File: src/rtl/fifos_pkg.sv
// fifos_pkg: geometry and flag thresholds shared by the sync_fifos block.
package fifos_pkg;
  localparam int DATA_W = 16;
  localparam int DEPTH = 256;
  localparam int ADDR_W = 8;
  localparam int ALMOST_FULL_VAL = 240;
  localparam int ALMOST_EMPTY_VAL = 16;
endpackage

File: src/rtl/fifos_ram.sv
// fifos_ram: simple dual-port RAM, synchronous write and registered synchronous read.
module fifos_ram
  import fifos_pkg::*;
(
  input  logic              clk,
  input  logic              we,
  input  logic [ADDR_W-1:0] wa,
  input  logic [DATA_W-1:0] wd,
  input  logic              re,
  input  logic [ADDR_W-1:0] ra,
  output logic [DATA_W-1:0] rd
);
  logic [DATA_W-1:0] mem [DEPTH];
  always_ff @(posedge clk) begin
    if (we) mem[wa] <= wd;
    if (re) rd <= mem[ra];
  end
endmodule

File: src/rtl/sync_fifos.sv
// sync_fifos: 256x16 single-clock FIFO with registered flags and fill count.
// Defining FIFOS_ERR_FLAGS_EN adds sticky overflow/underflow outputs.
module sync_fifos
  import fifos_pkg::*;
(
  input  logic              clk,
  input  logic              rst,
  input  logic [DATA_W-1:0] data,
  input  logic              wrreq,
  input  logic              rdreq,
  input  logic              sclr,
`ifdef FIFOS_ERR_FLAGS_EN
  output logic              overflow,
  output logic              underflow,
`endif
  output logic [DATA_W-1:0] q,
  output logic [ADDR_W-1:0] usedw,
  output logic              full,
  output logic              empty,
  output logic              almost_full,
  output logic              almost_empty
);
  logic [ADDR_W-1:0] wr_ptr, rd_ptr;
  logic [ADDR_W:0] cnt, cnt_nx;
  logic [DATA_W-1:0] ram_q;
  logic wr_ok, rd_ok, q_vld;
  assign wr_ok = wrreq & ~full & ~sclr;
  assign rd_ok = rdreq & ~empty & ~sclr;
  always_comb cnt_nx = cnt + {{ADDR_W{1'b0}}, wr_ok} - {{ADDR_W{1'b0}}, rd_ok};
  fifos_ram u_ram (
    .clk(clk), .we(wr_ok), .wa(wr_ptr), .wd(data),
    .re(rd_ok), .ra(rd_ptr), .rd(ram_q)
  );
  // RAM output register can't be reset, so q is masked until the first read after a clear
  assign q = q_vld ? ram_q : '0;
  assign usedw = cnt[ADDR_W-1:0];
  always_ff @(posedge clk or negedge rst) begin
    if (!rst) begin
      wr_ptr <= '0;
      rd_ptr <= '0;
      cnt <= '0;
      q_vld <= 1'b0;
      full <= 1'b0;
      empty <= 1'b1;
      almost_full <= 1'b0;
      almost_empty <= 1'b1;
    end else if (sclr) begin
      wr_ptr <= '0;
      rd_ptr <= '0;
      cnt <= '0;
      q_vld <= 1'b0;
      full <= 1'b0;
      empty <= 1'b1;
      almost_full <= 1'b0;
      almost_empty <= 1'b1;
    end else begin
      wr_ptr <= wr_ptr + ADDR_W'(wr_ok);
      rd_ptr <= rd_ptr + ADDR_W'(rd_ok);
      cnt <= cnt_nx;
      q_vld <= q_vld | rd_ok;
      full <= cnt_nx == (ADDR_W+1)'(DEPTH);
      empty <= cnt_nx == '0;
      almost_full <= cnt_nx >= (ADDR_W+1)'(ALMOST_FULL_VAL);
      almost_empty <= cnt_nx < (ADDR_W+1)'(ALMOST_EMPTY_VAL);
    end
  end
`ifdef FIFOS_ERR_FLAGS_EN
  always_ff @(posedge clk or negedge rst) begin
    if (!rst) begin
      overflow <= 1'b0;
      underflow <= 1'b0;
    end else if (sclr) begin
      overflow <= 1'b0;
      underflow <= 1'b0;
    end else begin
      overflow <= overflow | (wrreq & full);
      underflow <= underflow | (rdreq & empty);
    end
  end
`endif
endmodule

File: config.mk
export PLATFORM = sky130hd
export DESIGN_NAME = sync_fifos
export DESIGN_NICKNAME = d
export VERILOG_FILES = /design/src/rtl/fifos_pkg.sv /design/src/rtl/fifos_ram.sv /design/src/rtl/sync_fifos.sv
export SDC_FILE = /design/constraint.sdc
export NUM_CORES = 2
export LEC_CHECK = 0
export BUFFER_PORTS_ARGS = -buffer_cell sky130_fd_sc_hd__buf_2
export CORE_MARGIN = 4
export CORE_UTILIZATION = 39
export CTS_CLUSTER_SIZE = 20
export DETAILED_ROUTE_END_ITERATION = 12
export PLACE_DENSITY = 0.56
export SLEW_MARGIN = 0
export SYNTH_ARGS = -nofsm -noshare
export SYNTH_HDL_FRONTEND = slang
export SYNTH_SLANG_ARGS = --single-unit
File: constraint.sdc
create_clock -name clk -period 8.3 [get_ports clk]
set_input_delay 0 -clock clk [delete_from_list [all_inputs] [get_ports clk]]
set_output_delay 0 -clock clk [all_outputs]
set_load 0.005 [all_outputs]
# Word level (Yosys, flattened, before mapping)
# Memory sizes are Yosys's and may differ from the RTL's. A register that Yosys moved wholly into a read port is not among the register bits.
# Index checks and enable logic that the tools add are counted.
# totals
regBits	30
wordCells	36
ram_bits	4096
input_bits	21
mem_count	1
output_inout_bits	28
# op_classes
n_addsub	4
n_bitwise	8
n_lt_le_gt_ge	2
n_mux	11
reduce_logical	1
eq_ne	1
# mem_list
name	depth	width	read_ports	rd_ports_with_merged_regs	write_ports	line	rtl
u_ram.mem	256	16	1	1	1	fifos_ram.sv:13	logic [DATA_W-1:0] mem [DEPTH];
# ops
operator	n
$add 8x1->8	2
$mux 16	1
$mux 8	2
$add 9x1->9	1
$eq 9x9->1 const B	1
$ge 9x8->1 const B	1
$logic_not 9->1	1
$lt 9x5->1 const B	1
$mux 9	1
$sub 9x1->9	1
$mux 1	7
$and 1x1->1	4
$not 1->1	3
$or 1x1->1	1

# Logic depth before layout (Yosys ltp)
# depth
word_depth	7
mapped_depth	14
depth_no_buf	13

# Hierarchy
# Synthesis repeated with hierarchy kept, for this count alone.
# unflattened
hier_cells	7547
hier_area_um2	160669.1
# by_module_without_submodules
mod	cells_per_inst	area_per_inst_um2	n_inst
fifos_ram	7360	158874.9	1
sync_fifos	187	1794.2	1

# Worst setup path after synthesis
# Ideal clock, no wire load.
# synth_timing
path_kind	reg2reg
start	reg full
end	reg almost_empty
period_less_slack_ps	3344
n_path_buf	2
slack_ps	4956
setup_ps	78
arrival_time_ps	3266
stages_incl_launch_ff	14
required_time_ps	8222
cell_sequence	dfrtp_1 > nor3b_1 > clkbuf_1 > clkbuf_1 > nand2b_1 > nand2_1 > ha_1 > fa_1 > a21o_1 > a21oi_1 > o21ai_0 > a211oi_1 > and3b_1 > a31o_2
# synth_via
elab_chain_cells	7
# synth_lines
element	line	rtl
from (decl)	sync_fifos.sv:18	output logic full,
from (signal assigned)	sync_fifos.sv:61	full <= cnt_nx == (ADDR_W+1)'(DEPTH);
$not 1->1	sync_fifos.sv:27	assign wr_ok = wrreq & ~full & ~sclr;
$and 1x1->1 (2 in a row)	sync_fifos.sv:27	
$add 9x1->9	sync_fifos.sv:29	always_comb cnt_nx = cnt + {{ADDR_W{1'b0}}, wr_ok} - {{ADDR_W{1'b0}}, rd_ok};
$sub 9x1->9	sync_fifos.sv:29	
$lt 9x5->1	sync_fifos.sv:64	almost_empty <= cnt_nx < (ADDR_W+1)'(ALMOST_EMPTY_VAL);
$mux 1	sync_fifos.sv:47	end else if (sclr) begin
to (signal assigned)	sync_fifos.sv:64	
to (decl)	sync_fifos.sv:21	output logic almost_empty
# Every way passes these cells.

==> metrics.txt <==
routed len/inst=33.4 um; Starting Density=39.2%; PwrDens=242 nW/um^2; post-synthesis register bit count=4142; worst hold path type=in -> reg; hold depth=2; EDFF count, synth=4112; Final Skew=66.7 ps; Worst Hold Path EP=u_ram.mem[23][2]; iteration-0 DRC count of the detailed router=9521; Crit. End Element=flip-flop; post-synth top area share=77.3%; Mapped Area=160000 um^2; Rel. slew slack=1.59%; worst vdd ir=0.000194 V; layout cells sized above 1=29.8%; H-tree levels=5; Synth area leader=edfxtp_1; XOR/XNOR share of the synthesized area=0.0987%; cts bufs inserted=423; post-layout min period=5400 ps; Yosys warnings=0; clk buf depth=4; Netlist cell types=72; Nets=7386; Final Non-Filler Cells=13100; row cnt=234; Reg-to-Reg End=u_ram.rd[0]; outcome=finished with violations; CP Launch Type=flip-flop; post-CTS sizing=0; # Max-Cap Violations=1; clk sinks=4142; worst-case reg-to-reg path depth=8; Area contributors post-synth=edfxtp_1 (77%), mux4_2 (16%), mux2i_1 (1.3%); Crit path arrival time=6170 ps; largest net degree at the start of global routing=139; routed wire length=439000 um; Die Width=648 um; Setup WS post-layout=2900 ps; via count=76500; Lkg Pwr=55.3 nW; placed cells=12300; maximum fanout along the worst path=70; Max Slew Vio Count=0; initial antenna violation count=23; die area=420000 um^2; post-synthesis adder-cell area fraction=0.107%; first-pass GRT wire length=613000 um; final period utilization=65.0%; Reg-to-Reg Start=rd_ptr[0]; TritonCTS clock tree=yes; post-synthesis sequential area ratio=77.8%; WP data required=9070 ps; critical path type=reg -> reg; clock root buffer=clkbuf_16; clock latency on the worst-skew pair=980 ps; GRT Overall Usage=20.7%; compound-cell area share of the yosys netlist=1.68%; die height=648 um; Final ANT Viol Nets=0; final setup fails=0; r2r setup slk=2900 ps; syn_area_per_cell=23.1 um^2; Avg Vias per Cell=5.82; core area=407000 um^2; top_reg_cell synth=edfxtp_1; most numerous cell in the Yosys netlist=edfxtp_1; RSZ-0062 raised after global routing=false; Final Util=44.8%; Place WS=2880 ps; DRC=0; Commonest cells post-synth=edfxtp_1 (4112), mux4_2 (1113), nor2_1 (321); I/O Buffers=48; grt ovf=0; # Post-CTS Setup Buffers=0; TritonRoute pass-1 iters=6; hpwl dp=249000 um; syn_nets=6933; final hold vios=0; FILL cells=34000; main combinational cell family by area after synthesis=multiplexers; RePlAce Congestion=0.813; io pins=49; setup TNS=0 ps; mux cell area share after synthesis=17.1%; Worst Hold Launch=data[2]; vias in the first global route=76800; P&R area growth vs syn=14.1%; fmax=185 MHz; ys async rst share=0.724%; Simple-Gate Fraction of Synth Area=1.61%; Worst Tran Pin Value=1470 ps; Gate Count Post-Synth=6899; Post-CTS Hold Buffers=23; failing checks=capacitance limit; Clk pin slew, worst setup/hold paths=60 ps
==> how the worst max path moves through the flow <==
stage,cells after the start,end,from
6_report,8,u_ram.rd[0],rd_ptr[0]
5_1_grt,8,u_ram.rd[0],rd_ptr[0]
4_1_cts,8,u_ram.rd[0],rd_ptr[0]
3_5_place_dp,8,u_ram.rd[0],rd_ptr[0]
3_3_place_gp,8,u_ram.rd[0],rd_ptr[0]
2_1_floorplan,13,almost_empty,full
==> layout by cell type, fill, tap and decap left out, types with 60 or more instances in the layout <==
master	count
edfxtp_1	4112
a21oi_1	70
clkinv_2	69
clkbuf_1	84
nor2_2	108
clkbuf_16	427
clkinv_1	104
nand2_1	113
bufinv_16	61
mux2i_1	205
o22ai_1	82
mux4_2	1113
buf_4	338
a22oi_1	60
nor2_1	204
==> cells by family after synthesis <==
kind of cell / after synthesis
AOI/OAI and AO/OA: 378
xor gates and xnor gates: 18
adders and majority gates: 13
buffers and inverters: 417
DFF: 4142
muxes: 1335
and+or+nand+nor: 596
==> registers in the layout (all words and copies together) (netlist names) <==
signal,cells
u_ram.mem,4096
u_ram.rd,16
cnt,9
rd_ptr,8
wr_ptr,8
almost_empty,1
almost_full,1
empty,1
full,1
q_vld,1
==> cell type report <==
cell class                 instances  area (um^2)  area share, %
multi-input combinational       2340        33400           18.3
clock buffer                     511        11000           6.03
antenna                            8         20.0         0.0110
clock inverter                   272         3130           1.72
tap                             5428         6790           3.73
inverter                          13         56.3         0.0309
timing repair buffer             432         3630           1.99
sequential                      4142       124000           68.2
==> report_power, final <==
part | switching (W) | leakage [nW] | internal [W]
clock network | 0.00802 | 6.87 | 0.0113
registers | 0.0000410 | 37.3 | 0.0230
logic | 0.00103 | 11.1 | 0.000674
total | 0.00909 | 55.3 | 0.0351
==> worst max-delay path, cell delays in order, from the launching register on <==
cell and delay (ps):
dfrtp_4 1080, buf_12 470, buf_4 700, mux4_2 360
mux4_2 230, o22ai_1 200, a211oi_1 1090, nand2_1 450
a21oi_1 330
==> per-stage QoR <==
| step | cell area, um^2 | hold WS [ps] | power, W |
|---|---|---|---|
| detailed placement | 168000 | 132 | 0.0252 |
| floorplan | 160000 | -296 | 0.0246 |
| CTS | 182000 | 19.9 | 0.0445 |
| global placement | 168000 | 124 | 0.0252 |
| global route | 182000 | 51.4 | 0.0455 |
| finish | 182000 | 47.2 | 0.0441 |
==> per-layer routing <==
layer	global-route usage [%]	share of wire [%]	vias up
li1	-	-	30400
met1	28.6	40	42000
met2	33.4	48	3436
met3	3.88	8.0	697
met4	6.39	3.4	14
met5	0	0.036	-
Power figures use the tool's default switching activity.
